[src/rtl/osc_cfg_pkg.sv]
// Shared constants and types for the DDS oscillator config controller.
// Register map, CTRL bit layout and reset values.
package osc_cfg_pkg;

  localparam logic [2:0] ADDR_TUNE_LO = 3'd0;
  localparam logic [2:0] ADDR_TUNE_HI = 3'd1;
  localparam logic [2:0] ADDR_MOD_LO  = 3'd2;
  localparam logic [2:0] ADDR_MOD_HI  = 3'd3;
  localparam logic [2:0] ADDR_CTRL    = 3'd4;
  localparam logic [2:0] ADDR_COMMIT  = 3'd5;

  localparam int CTRL_SEL_LSB = 0;
  localparam int CTRL_RUN     = 3;

  localparam int          M_DEF   = 12;
  localparam logic [15:0] MOD_RST = 16'(1) << (M_DEF - 1);

  typedef enum logic {
    ST_IDLE,
    ST_PEND
  } cfg_state_e;

  // Mid-scale PWM reset value for an arbitrary modulation width
  function automatic logic [15:0] mod_rst(int unsigned m);
    return 16'(1) << (m - 1);
  endfunction

endpackage

[src/rtl/osc_cfg_if.sv]
// Byte-wide register write / readback bus from the chip pins.
// Always ready: one write per cycle that wr_en is high.
interface osc_cfg_if;
  logic       wr_en;
  logic [2:0] addr;
  logic [7:0] wdata;
  logic [2:0] raddr;
  logic [7:0] rdata;

  modport master (
    output wr_en, addr, wdata, raddr,
    input  rdata
  );

  modport slave (
    input  wr_en, addr, wdata, raddr,
    output rdata
  );
endinterface

[src/rtl/osc_ce_prescaler.sv]
// Free-running 0..DIV-1 counter producing the oscillator tick.
// Runs regardless of the run bit so commit timing stays on the CE grid.
module osc_ce_prescaler #(
  parameter int DIV  = 18,
  parameter int DIVW = 5
) (
  input  logic clk,
  input  logic rst_n,
  output logic tick_o
);

  logic [DIVW-1:0] cnt_q, cnt_d;

  assign tick_o = (cnt_q == DIVW'(DIV - 1));
  assign cnt_d  = tick_o ? '0 : cnt_q + 1'b1;

  always_ff @(posedge clk) begin
    if (!rst_n) cnt_q <= '0;
    else        cnt_q <= cnt_d;
  end

endmodule

[src/rtl/osc_cfg_ctrl.sv]
// Shadow register file, commit FSM and readback for the DDS oscillator.
// Active settings change only on a tick so the accumulator never tears.
module osc_cfg_ctrl
  import osc_cfg_pkg::*;
#(
  parameter int TUNE = 16,
  parameter int M    = 12,
  parameter int DIV  = 18,
  parameter int DIVW = 5
) (
  input  logic            clk,
  input  logic            rst_n,
  osc_cfg_if.slave        bus,
  output logic [TUNE-1:0] tuningW,
  output logic [2:0]      sel,
  output logic [M-1:0]    mod,
  output logic            CE,
  output logic            pending
);

  localparam logic [M-1:0] MOD_INIT = M'(mod_rst(M));

  logic [TUNE-1:0] tune_q, tune_d;
  logic [M-1:0]    smod_q, smod_d;
  logic [2:0]      ssel_q, ssel_d;
  logic            srun_q, srun_d;

  logic [TUNE-1:0] tw_q;
  logic [M-1:0]    amod_q;
  logic [2:0]      asel_q;
  logic            arun_q;

  cfg_state_e      state_q;
  logic            commit;
  logic            tick;

  osc_ce_prescaler #(
    .DIV  (DIV),
    .DIVW (DIVW)
  ) u_presc (
    .clk    (clk),
    .rst_n  (rst_n),
    .tick_o (tick)
  );

  always_comb begin
    tune_d = tune_q;
    smod_d = smod_q;
    ssel_d = ssel_q;
    srun_d = srun_q;
    commit = 1'b0;
    if (bus.wr_en) begin
      unique case (1'b1)
        (bus.addr == ADDR_TUNE_LO): tune_d[7:0] = bus.wdata;
        (bus.addr == ADDR_TUNE_HI):
          tune_d[TUNE-1:8] = bus.wdata[TUNE-9:0];
        (bus.addr == ADDR_MOD_LO):  smod_d[7:0] = bus.wdata;
        (bus.addr == ADDR_MOD_HI):
          smod_d[M-1:8] = bus.wdata[M-9:0];
        (bus.addr == ADDR_CTRL): begin
          ssel_d = bus.wdata[CTRL_SEL_LSB +: 3];
          srun_d = bus.wdata[CTRL_RUN];
        end
        (bus.addr == ADDR_COMMIT):  commit = 1'b1;
        default: ;
      endcase
    end
  end

  // Apply reads the _q shadows, so a same-cycle shadow write misses it
  always_ff @(posedge clk) begin
    if (!rst_n) begin
      tune_q  <= '0;
      smod_q  <= MOD_INIT;
      ssel_q  <= '0;
      srun_q  <= 1'b0;
      tw_q    <= '0;
      amod_q  <= MOD_INIT;
      asel_q  <= '0;
      arun_q  <= 1'b0;
      state_q <= ST_IDLE;
    end else begin
      tune_q <= tune_d;
      smod_q <= smod_d;
      ssel_q <= ssel_d;
      srun_q <= srun_d;
      unique case (state_q)
        ST_IDLE: if (commit) state_q <= ST_PEND;
        ST_PEND: if (tick) begin
          tw_q    <= tune_q;
          amod_q  <= smod_q;
          asel_q  <= ssel_q;
          arun_q  <= srun_q;
          state_q <= commit ? ST_PEND : ST_IDLE;
        end
        default: state_q <= ST_IDLE;
      endcase
    end
  end

  assign tuningW = tw_q;
  assign mod     = amod_q;
  assign sel     = asel_q;
  assign pending = (state_q == ST_PEND);
  assign CE      = tick & arun_q;

  always_comb begin
    bus.rdata = 8'h00;
    unique case (1'b1)
      (bus.raddr == ADDR_TUNE_LO): bus.rdata = tune_q[7:0];
      (bus.raddr == ADDR_TUNE_HI): bus.rdata = 8'(tune_q[TUNE-1:8]);
      (bus.raddr == ADDR_MOD_LO):  bus.rdata = smod_q[7:0];
      (bus.raddr == ADDR_MOD_HI):  bus.rdata = 8'(smod_q[M-1:8]);
      (bus.raddr == ADDR_CTRL):    bus.rdata = {4'h0, srun_q, ssel_q};
      (bus.raddr == ADDR_COMMIT):  bus.rdata = {7'h00, pending};
      default: ;
    endcase
  end

endmodule

[src/flat_wrapper.sv]
// flat-port wrapper written by rule: the top's interface ports become plain ports
module osc_cfg_ctrl_flat import osc_cfg_pkg::*;
#(
  parameter int TUNE = 16,
  parameter int M    = 12,
  parameter int DIV  = 18,
  parameter int DIVW = 5
)
  (clk, rst_n, tuningW, sel, mod, CE, pending, bus_wr_en, bus_addr, bus_wdata, bus_raddr, bus_rdata);
  osc_cfg_if bus_i ();
  input  logic clk;
  input  logic rst_n;
  output logic [TUNE-1:0] tuningW;
  output logic [2:0] sel;
  output logic [M-1:0] mod;
  output logic CE;
  output logic pending;
  input wire logic [$bits(bus_i.wr_en)-1:0] bus_wr_en;
  input wire logic [$bits(bus_i.addr)-1:0] bus_addr;
  input wire logic [$bits(bus_i.wdata)-1:0] bus_wdata;
  input wire logic [$bits(bus_i.raddr)-1:0] bus_raddr;
  output wire logic [$bits(bus_i.rdata)-1:0] bus_rdata;
  assign bus_i.wr_en = bus_wr_en;
  assign bus_i.addr = bus_addr;
  assign bus_i.wdata = bus_wdata;
  assign bus_i.raddr = bus_raddr;
  assign bus_rdata = bus_i.rdata;
  osc_cfg_ctrl #(.TUNE(TUNE), .M(M), .DIV(DIV), .DIVW(DIVW)) u_core (.clk(clk), .rst_n(rst_n), .bus(bus_i), .tuningW(tuningW), .sel(sel), .mod(mod), .CE(CE), .pending(pending));
endmodule
[config.mk]
export PLATFORM = sky130hd
export DESIGN_NAME = osc_cfg_ctrl_flat
export DESIGN_NICKNAME = d
export VERILOG_FILES = /design/src/rtl/osc_cfg_pkg.sv /design/src/rtl/osc_cfg_if.sv /design/src/rtl/osc_ce_prescaler.sv /design/src/rtl/osc_cfg_ctrl.sv /design/src/flat_wrapper.sv
export SDC_FILE = /design/constraint.sdc
export NUM_CORES = 1
export LEC_CHECK = 0
export CAP_MARGIN = 20
export CORE_MARGIN = 2
export CORE_UTILIZATION = 35
export CTS_CLUSTER_SIZE = 10
export DETAILED_ROUTE_END_ITERATION = 10
export GPL_TIMING_DRIVEN = 0
export PLACE_DENSITY_LB_ADDON = 0.2
export SLEW_MARGIN = 30
export SYNTH_ARGS = -nofsm -noshare
export SYNTH_HDL_FRONTEND = slang
export SYNTH_HIERARCHICAL = 1
export SYNTH_SLANG_ARGS = --single-unit
export TNS_END_PERCENT = 50
[constraint.sdc]
create_clock -name clk -period 1.5 [get_ports clk]
set_input_delay 0.3 -clock clk [delete_from_list [all_inputs] [get_ports clk]]
set_output_delay 0.3 -clock clk [all_outputs]
set_load 0.005 [all_outputs]
==> metrics.txt, run 1 <==
top cell family by delay on the critical path multiplexers; Fin Hold WS about 400 ps; crit-path cells mux4_2 -> mux2_4 -> buf_6; Worst-path clk slew 70 ps; Lkg Pwr 2.39 nW; Fmax 0.549 GHz; number of vias per cell 4.99; buffers plus inverters on the worst setup path 1; Post-route DRC 0; synth-to-layout area growth 62.4%; Synth Cell Area 3020 um^2; share of cells above drive strength 1 0.477; TritonCTS buffer count 9; critical path depth in cells 3; part of the power in registers 0.492; Port Buffer Count 56; worst reg2reg path depth 9; sequential share of the synthesized area 0.464; initial antenna violation count 0; syn nets 354; n_diodes 0; Routed WL between 9 and 10 mm; clock skew 11.4 ps; Slew HR 0.633; Critical R2R Capture u_core/tuningW[0]; Final Setup Violations 36; dpl ws -976 ps; Power Density 791 nW/um^2; worst hold stages 3; max incr delay on CP 450 ps; Post-Synth Adder-Cell Area 0.00828; worst vdd ir 0.000397 V; H-Tree Depth 3; Switching Share 0.234; hold crit path type primary input to register; first-pass GRT wire length between 10 and 15 mm; Post-Synth Simple-Gate Area 0.245; vias post-DR 2732; failing checks setup timing; chip height 96.9 um; slowest stage cell, crit path mux4_2; Global Route Usage Sum 0.196; met3 Track Usage GR 0.0325; CP startpoint kind register; CP Capture Type output port; FP Rows 33; Sink Count 70; max-cap viol count 0; Final Hold Viols 0; Reg2Reg Setup Slack -90 ps; internal power 2.97 mW; WP data arrival 1520 ps; Compound-Gate Fraction of Synth Area 0.154; die footprint 9400 um^2; DR iter-0 viols ~130; Die W 96.9 um; status finished, violations left; max-slew violation count 0; R2R Path Start u_core/u_presc/cnt_q[1]; XOR/XNOR Fraction of Synth Area 0.00290; Ys Warns 6; largest net degree at the start of global routing 12; GR Util met1 0.252; #FFs+latches synth 70; Most Crowded Layer GR met2; M2 GR Usage 0.328; min-delay src bus_addr[0]; Initial Util 0.364; critical path type register to output port; vias in the first global route approximately 2800; clk buf depth 2; root buffer cell clkbuf_8; TritonCTS clock tree done; mux share of post-synthesis cell area 0.0873; gpl congestion 0.892; drt first pass iters 4; unrepaired setup endpoints after global routing yes; GR Overflow Total 0; Worst-Margin Slew 548 ps; dpl hpwl 5.70 mm; syn_area_per_cell 9.02 um^2; combinational power share 0.094; min Tclk post-route 1820 ps; Clock power frac 0.414; CORE AREA 8300 um^2; Final ANT Viol Nets 0; io pins 58; Synth cell types 38; required time of the worst setup path 1200 ps; Final WS setup -323 ps; Sw Pwr 0.910 mW; final net count 457; final period utilization 1.22; clk_lat worst skew 350 ps; per-cell routed wire length 17.1 um; worst hold endpoint u_core/pending; largest family of logic cells by synthesized area simple AND/OR/NAND/NOR gates; Mapped Cells 335; crit-path max FO 2
-- worst min-delay path, cell delays in order --
cell	delay (ps)
dlymetal6s2s_1	200
nand4b_1	120
a21boi_0	80
-- sequential cells by signal, summed over array words and instances (netlist names) --
register	flops
u_core/pending	1
u_core/srun_q	1
u_core/mod	12
u_core/u_presc/cnt_q	5
u_core/smod_q	12
u_core/ssel_q	3
u_core/tune_q	16
u_core/arun_q	1
u_core/sel	3
u_core/tuningW	16
-- repair_timing --
| item | in CTS | in global routing |
|---|---|---|
| buffers inserted | 30 | 3 |
| gates cloned | 6 | 0 |
| endpoints found under the setup margin | 58 | 87 |
| gates resized for setup | 195 | 103 |
| hold buffers | 0 | 0 |
| pin swaps | 36 | 53 |
-- layout make-up --
class,instances,area [um^2]
fillers,703,3390
multi-input cells,240,1900
flip-flops and latches,70,1460
repair buffers,94,958
plain buffers,22,243
clock buffers,12,165
well taps,105,131
clock inverters,3,42.5
inverters,1,3.75
-- per-stage QoR --
| step | area (um^2) | setup TNS (ps) | utilization | instances | power (mW) |
|---|---|---|---|---|---|
| 6_report | 4910 | -2150 | 0.592 | 547 | 3.88 |
| 5_1_grt | 4910 | -5210 | 0.592 | 547 | 4.02 |
| 4_1_cts | 4580 | -3050 | 0.552 | 547 | 3.88 |
| 3_5_place_dp | 3730 | -26860 | 0.450 | 496 | 2.22 |
| 3_3_place_gp | 3730 | -26210 | 0.450 | 496 | 2.22 |
| 2_1_floorplan | 3040 | 0 | - | 335 | 2.09 |
-- how the worst max path moves through the flow --
stage	slack [ps]	endpoint	start
global route	-370	bus_rdata[0]	u_core/tune_q[8]
global placement	-990	bus_rdata[2]	bus_raddr[0]
CTS	-330	bus_rdata[0]	u_core/tune_q[8]
floorplan	30	u_core/tuningW[12]	u_core/u_presc/cnt_q[0]
finish	-320	bus_rdata[0]	u_core/tune_q[8]
detailed placement	-980	bus_rdata[0]	bus_raddr[2]
-- cells in the mapped netlist --
cell       instances  share of area
mux4_2             1         0.0074
a21boi_0          32          0.079
nand4b_1           3         0.0087
a21boi_1           9          0.022
o311ai_0           1         0.0029
o2bb2ai_1          2         0.0058
o21ai_0           13          0.022
o21a_1             2         0.0050
mux2i_1           23          0.076
nand4_1            1         0.0021
xnor2_1            1         0.0029
nor2_1             5         0.0062
ha_1               2         0.0083
nand3_1           12          0.020
a21o_1             1         0.0025
nand4bb_1          1         0.0037
a21oi_1            2         0.0033
clkbuf_2           1         0.0017
nor3b_2            2         0.0083
a2bb2oi_1          4          0.012
dfxtp_1           70           0.46
nor2b_1           14          0.029
inv_1              1         0.0012
nor4b_4            1         0.0079
and4bb_2           2         0.0083
buf_2              7          0.012
clkbuf_1          13          0.016
and2_1             3         0.0062
nor3_2             1         0.0033
nand2b_1           3         0.0062
or4b_1             1         0.0033
buf_4              3         0.0074
nand3_2            1         0.0033
mux2_2             1         0.0037
nor2_2             1         0.0021
nand2_1           91           0.11
nand3b_4           1         0.0066
nand3b_1           3         0.0074
-- power groups by stage --
stage | Sequential, mW | Clock [mW] | Combinational (mW)
final | 1.91 | 1.61 | 0.365
after global routing | 1.91 | 1.72 | 0.388
after CTS | 1.91 | 1.63 | 0.335
after detailed placement | 1.95 | 0 | 0.267
after global placement | 1.95 | 0 | 0.265
after floorplan | 1.94 | 0 | 0.150
-- layer usage --
| metal | vias to the layer above | part of all wire |
|---|---|---|
| li1 | 1340 | - |
| met1 | 1321 | 0.45 |
| met2 | 61 | 0.50 |
| met3 | 10 | 0.034 |
| met4 | 0 | 0.014 |
| met5 | - | 0 |
-- cells in the final DEF, fill, tap and decap left out, types with 2 or more instances in the layout --
cell type / Yosys / final
a21boi_1: 9 / 21
a21boi_2: 0 / 19
a21oi_1: 2 / 2
a2bb2oi_1: 4 / 3
and2_1: 3 / 2
and4bb_2: 2 / 2
buf_12: 0 / 4
buf_16: 0 / 2
buf_2: 7 / 11
buf_4: 3 / 29
buf_6: 0 / 4
buf_8: 0 / 5
clkbuf_1: 13 / 3
clkbuf_16: 0 / 3
clkbuf_2: 1 / 4
clkbuf_8: 0 / 16
clkdlybuf4s15_2: 0 / 2
clkdlybuf4s50_1: 0 / 19
dfxtp_1: 70 / 26
dfxtp_2: 0 / 42
dfxtp_4: 0 / 2
dlygate4sd2_1: 0 / 7
dlymetal6s2s_1: 0 / 19
mux2i_1: 23 / 18
mux2i_2: 0 / 2
mux2i_4: 0 / 3
nand2_1: 91 / 51
nand2_2: 0 / 20
nand2_4: 0 / 19
nand2b_1: 3 / 3
nand3_1: 12 / 11
nand3_2: 1 / 2
nand3b_1: 3 / 3
nand4b_1: 3 / 3
nor2_1: 5 / 5
nor2b_1: 14 / 13
nor3b_2: 2 / 2
o21a_1: 2 / 2
o21ai_0: 13 / 13
-- logic make-up (layout without fill, tap and decap cells) --
| logic type | Yosys count | in the layout |
|---|---|---|
| simple gates | 146 | 146 |
| flops | 70 | 70 |
| compound gates | 66 | 66 |
| mux | 25 | 25 |
| buf+inv | 25 | 132 |
| fa+ha+maj | 2 | 2 |
| xor+xnor | 1 | 1 |
(Power assumes the default switching activity.)
==> run 2, diff against run 1 <==
--- a/config.mk
+++ b/config.mk
@@ -5,7 +5,6 @@
 export SDC_FILE = /design/constraint.sdc
 export NUM_CORES = 1
 export LEC_CHECK = 0
-export CAP_MARGIN = 20
 export CORE_MARGIN = 2
 export CORE_UTILIZATION = 35
 export CTS_CLUSTER_SIZE = 10
==> results of run 2 <==
Final layout, timing and power as in run 1 (identical DEF).
==> RTL edit 1, RTL diff (settings of run 1) <==
Register the output `tuningW` once more, cleared by the reset; this adds one clock of latency there. The other outputs are not delayed to match.
--- a/src/rtl/osc_cfg_ctrl.sv
+++ b/src/rtl/osc_cfg_ctrl.sv
@@ -98,7 +98,13 @@
     end
   end
 
-  assign tuningW = tw_q;
+  always_ff @(posedge clk) begin
+    if (!rst_n) begin
+      tuningW <= '0;
+    end else begin
+      tuningW <= tw_q;
+    end
+  end
   assign mod     = amod_q;
   assign sel     = asel_q;
   assign pending = (state_q == ST_PEND);
Formal check against the unedited RTL: no difference found for any inputs over 4 cycles, from zero or initial values and one cycle with rst_n low; that may be too few to reach the edited logic, so the function may still have changed.
==> RTL edit 1 against run 1 <==
- the flow still finishes with violations (setup timing)
- worst setup slack got worse by 0.026 ns
- power increased by 7.3%
- synthesized cell count rose by 10%
- design area rose by 3.5%
- sequential cell count increased by 16
- area after synthesis grew 14%
- register-to-register slack got worse by 0.02 ns
- routed wire length up 0.34%
- count of clock-buffer cells in the layout decreased by 1
- clock skew down 0.0048 ns
- sequential power grew 22%
==> RTL edit 1: results (changes against run 1) <==
----------------------------------------------------
[Outcome]
  Failing checks ... setup timing
  Run status ... finished with violations

[STA]
  Number of setup violations in the final report ... 33 (-8.3%)
  Worst Hold Margin ... 0.397 ns (-0.00383 ns)
  Final setup slack of the worst path ... -0.350 ns (-0.0264 ns)
  Total negative slack ... -2.61 ns (-0.465 ns)
  Worst slew margin ... 0.699 (+0.0658)
  Setup skew after layout ... 0.00660 ns (-0.00480 ns)

[Logic synthesis]
  Post-synthesis share of cell area spent on full adders, half adders and majority gates ... 0.00725 (-0.00103)
  Xor-xnor portion of the synthesized cell area ... 0.00254 (-0.000360)
  Mux share of post-synthesis cell area ... 0.0765 (-0.0109)
  Post-synthesis compound-gate area fraction ... 0.135 (-0.0192)
  Leading post-synthesis cells by instance count ... nand2_1, dfxtp_1, a21boi_0, mux2i_1, and2_1
  Net Count, Synth ... 388 (+9.6%)
  Biggest area contributors in the synthesized netlist ... dfxtp_1, nand2_1, a21boi_0

[Critical path]
  Critical R2R Capture ... u_core/tw_q[12]
  Start point of the critical path ... u_core/pending
  Arrival time of data at the critical path endpoint ... 1.55 ns (+0.03 ns)
  FF-to-FF path depth ... 11 (+2)

[Power]
  Leak pwr ... 2.42 nW (+1.5%)
  Maximum ir drop on the vdd rail ... 0.309 mV (-22%)

[CTS]
  Post-CTS repair timing setup buffer count ... 28 (-6.7%)
  Resized Gates After CTS ... 165 (-15%)

[Detailed routing]
  Met3 Wirelength ... 524 µm (+63%)
  Avg WL per Cell ... 15.4 µm (-10%)
  Total routed wire length on the met1 layer ... 4110 µm (-2.5%)
  Length of routed met2 wiring ... 4550 µm (-2.8%)
  Uppermost signal routing layer after detailed routing ... met4
  Drt initial violations ... 166 (+25%)
  Average via count per standard cell ... 4.83 (-3.2%)

[Finish]
  Final nets ... 493 (+7.9%)
  Fraction of layout cells with a size suffix above 1 ... 0.341 (-0.136)

[Global route]
  GRT Util Overall ... 0.182 (-0.0136)
  Global-route wire length before repair ... 14200 µm (-2.7%)
  Grt met3 use ... 0.0343 (+0.00176)
  Via count of the first global-routing pass ... 2761 (-2.6%)
  Met2 Track Usage GR ... 0.294 (-0.0338)
  Met1 Resource Use GR ... 0.230 (-0.0217)
  Largest net degree at the start of global routing ... 14 (+2)

[Placement]
  Count of buffers inserted at the top-level ports ... 56 (unchanged)
  RePlAce Congestion ... 0.835 (-6.4%)
  Placed wire-length estimate after detailed placement ... 6130 µm (+7.6%)

[Worst hold path]
  Worst Hold Depth ... 3 (unchanged)

----------------------------------------------------
[RTL edit 1: cell types whose count changed after synthesis]
cell      change
buf_2         +1
and2_1       +16
clkbuf_1      +1
dfxtp_1      +16
[RTL edit 1: final cells by class]
class                   count  area (µm²)
plain buffers              23         208
repair buffers             97         966
multi-input cells         256        1800
flip-flops and latches     86        1770
well taps                 133         166
fillers                   896        4600
clock buffers              11         151
clock inverters             4        22.5
inverters                   1        3.75
[RTL edit 1: metrics by stage]
stage	utilization	power (mW)	setup slack, ns	instances	area (µm²)
2_1_floorplan	-	2.53	0.0267	369	3470
6_report	0.525	4.17	-0.350	611	5080
3_5_place_dp	0.433	2.67	-1.00	558	4200
4_1_cts	0.501	4.19	-0.355	604	4850
3_3_place_gp	0.433	2.66	-1.02	558	4200
5_1_grt	0.525	4.34	-0.391	611	5080
[RTL edit 1: power breakdown]
group          internal [mW]  total (mW)  switching (mW)
logic                  0.186       0.358           0.171
clock network          0.674        1.48           0.805
registers               2.31        2.33          0.0245
total                   3.17        4.17            1.00
==> RTL edit 2, RTL diff (settings of run 1) <==
Made on the original files. `DIVW` is set to 5 in 3 places; all go to 4.
--- a/src/rtl/osc_ce_prescaler.sv
+++ b/src/rtl/osc_ce_prescaler.sv
@@ -2,7 +2,7 @@
 // Runs regardless of the run bit so commit timing stays on the CE grid.
 module osc_ce_prescaler #(
   parameter int DIV  = 18,
-  parameter int DIVW = 5
+  parameter int DIVW = 4
 ) (
   input  logic clk,
   input  logic rst_n,
--- a/src/rtl/osc_cfg_ctrl.sv
+++ b/src/rtl/osc_cfg_ctrl.sv
@@ -6,7 +6,7 @@
   parameter int TUNE = 16,
   parameter int M    = 12,
   parameter int DIV  = 18,
-  parameter int DIVW = 5
+  parameter int DIVW = 4
 ) (
   input  logic            clk,
   input  logic            rst_n,
--- a/src/flat_wrapper.sv
+++ b/src/flat_wrapper.sv
@@ -4,7 +4,7 @@
   parameter int TUNE = 16,
   parameter int M    = 12,
   parameter int DIV  = 18,
-  parameter int DIVW = 5
+  parameter int DIVW = 4
 )
   (clk, rst_n, tuningW, sel, mod, CE, pending, bus_wr_en, bus_addr, bus_wdata, bus_raddr, bus_rdata);
   osc_cfg_if bus_i ();
Function: changed (a bounded check fails within 4 cycles, from zero or initial values and one cycle with rst_n low).
==> RTL edit 2 against run 1 <==
- worst setup slack better by 0.0043 ns
- combinational power is 8.2% higher
- design area shrank 13%
- routed wire length is 16% lower
- largest cell class unchanged
- sequential cell count fell by 1
- global-route usage shrank 1.2 points
- area after synthesis down 2.7%
- power shrank 2.1%
- hold slack improved by 0.0065 ns
- the flow still finishes with violations (setup timing)
- highest routed layer unchanged
==> RTL edit 2: results (changes against run 1) <==
----------------------------------------------------
[Logic synthesis]
  Sequential fraction of the synthesis area ... 0.470 (+0.00621)
  Biggest area contributors in the synthesized netlist ... dfxtp_1, nand2_1, a21boi_0
  Leading post-synthesis cells by instance count ... nand2_1, dfxtp_1, a21boi_0, mux2i_1
  Net Count, Synth ... 348 (-1.7%)
  Distinct cells, synth ... 32 (-16%)

[Global route]
  Met1 Resource Use GR ... 0.240 (-0.0120)
  Met2 Track Usage GR ... 0.288 (-0.0395)
  Via count of the first global-routing pass ... 2539 (-10%)
  Global-route wire length before repair ... 12700 µm (-13%)
  Largest net degree at the start of global routing ... 14 (+2)
  Grt met3 use ... 0.0490 (+0.0165)
  GRT Util Overall ... 0.183 (-0.0124)

[Critical path]
  Critical R2R Capture ... u_core/tuningW[7]
  Worst setup slack for register-to-register paths ... 0.12 ns (+0.21 ns)
  FF-to-FF path depth ... 8 (-1)

[STA]
  Final setup slack of the worst path ... -0.319 ns (+0.00433 ns)
  Setup skew after layout ... 0.00982 ns (-0.00158 ns)
  Total negative slack ... -0.593 ns (+1.55 ns)
  Worst Hold Margin ... 0.407 ns (+0.00654 ns)
  Number of setup violations in the final report ... 5 (-86%)

[Power]
  Leak pwr ... 2.10 nW (-12%)
  Maximum ir drop on the vdd rail ... 0.395 mV (-0.51%)

[Outcome]
  Run status ... finished with violations
  Failing checks ... setup timing

[CTS]
  Resized Gates After CTS ... 112 (-43%)
  Buffer depth of the longest clock path ... 2 (unchanged)
  Post-CTS repair timing setup buffer count ... 21 (-30%)

[Detailed routing]
  Total wire length after detailed routing ... 7870 µm (-16%)
  Total routed wire length on the met1 layer ... 3710 µm (-12%)
  Met3 Wirelength ... 395 µm (+23%)
  Average via count per standard cell ... 4.81 (-3.8%)
  Drt initial violations ... 114 (-14%)

[Finish]
  Fraction of layout cells with a size suffix above 1 ... 0.310 (-0.167)
  Final core utilization ... 0.523 (-0.0688)
  Final cell count without fillers ... 534 (-2.4%)
  Fillers ... 786 (+12%)
  Final nets ... 443 (-3.1%)

[Placement]
  Placed cell area ... 0.00363 mm² (-2.6%)
  Placed Instances ... 490 (-1.2%)
  Placed wire-length estimate after detailed placement ... 5490 µm (-3.6%)
  RePlAce Congestion ... 0.864 (-3.2%)
  Worst-case setup slack after placement ... -1.02 ns (-0.0420 ns)

----------------------------------------------------
-- RTL edit 2: final cells by class --
type,instances,share of cell area
plain buffers,23,0.0398
clock buffers,9,0.0290
clock inverters,7,0.0173
inverters,1,0.000878
multi-input cells,235,0.353
flip-flops and latches,69,0.335
well taps,105,0.0307
repair buffers,85,0.195
-- RTL edit 2: power breakdown --
part	total (mW)	internal, mW	switching [mW]
sequential	1.89	1.87	0.0258
clock	1.52	0.773	0.745
combinational	0.395	0.210	0.184
-- RTL edit 2: worst reg2reg max path, stage by stage, from the launching register on --
cell and delay, ns:
dfxtp_2 0.34, inv_2 0.04, ha_4 0.15, nand2b_4 0.07
nor2_4 0.04, nand2_2 0.15, clkbuf_2 0.26, nand2_1 0.08
a21boi_0 0.17
-- RTL edit 2: logic make-up after synthesis --
logic type | synth area share
buf+inv | 0.0391
xor+xnor | 0.00298
compound gates | 0.157
mux | 0.0898
simple gates | 0.233
flops | 0.470
fa+ha+maj | 0.00851
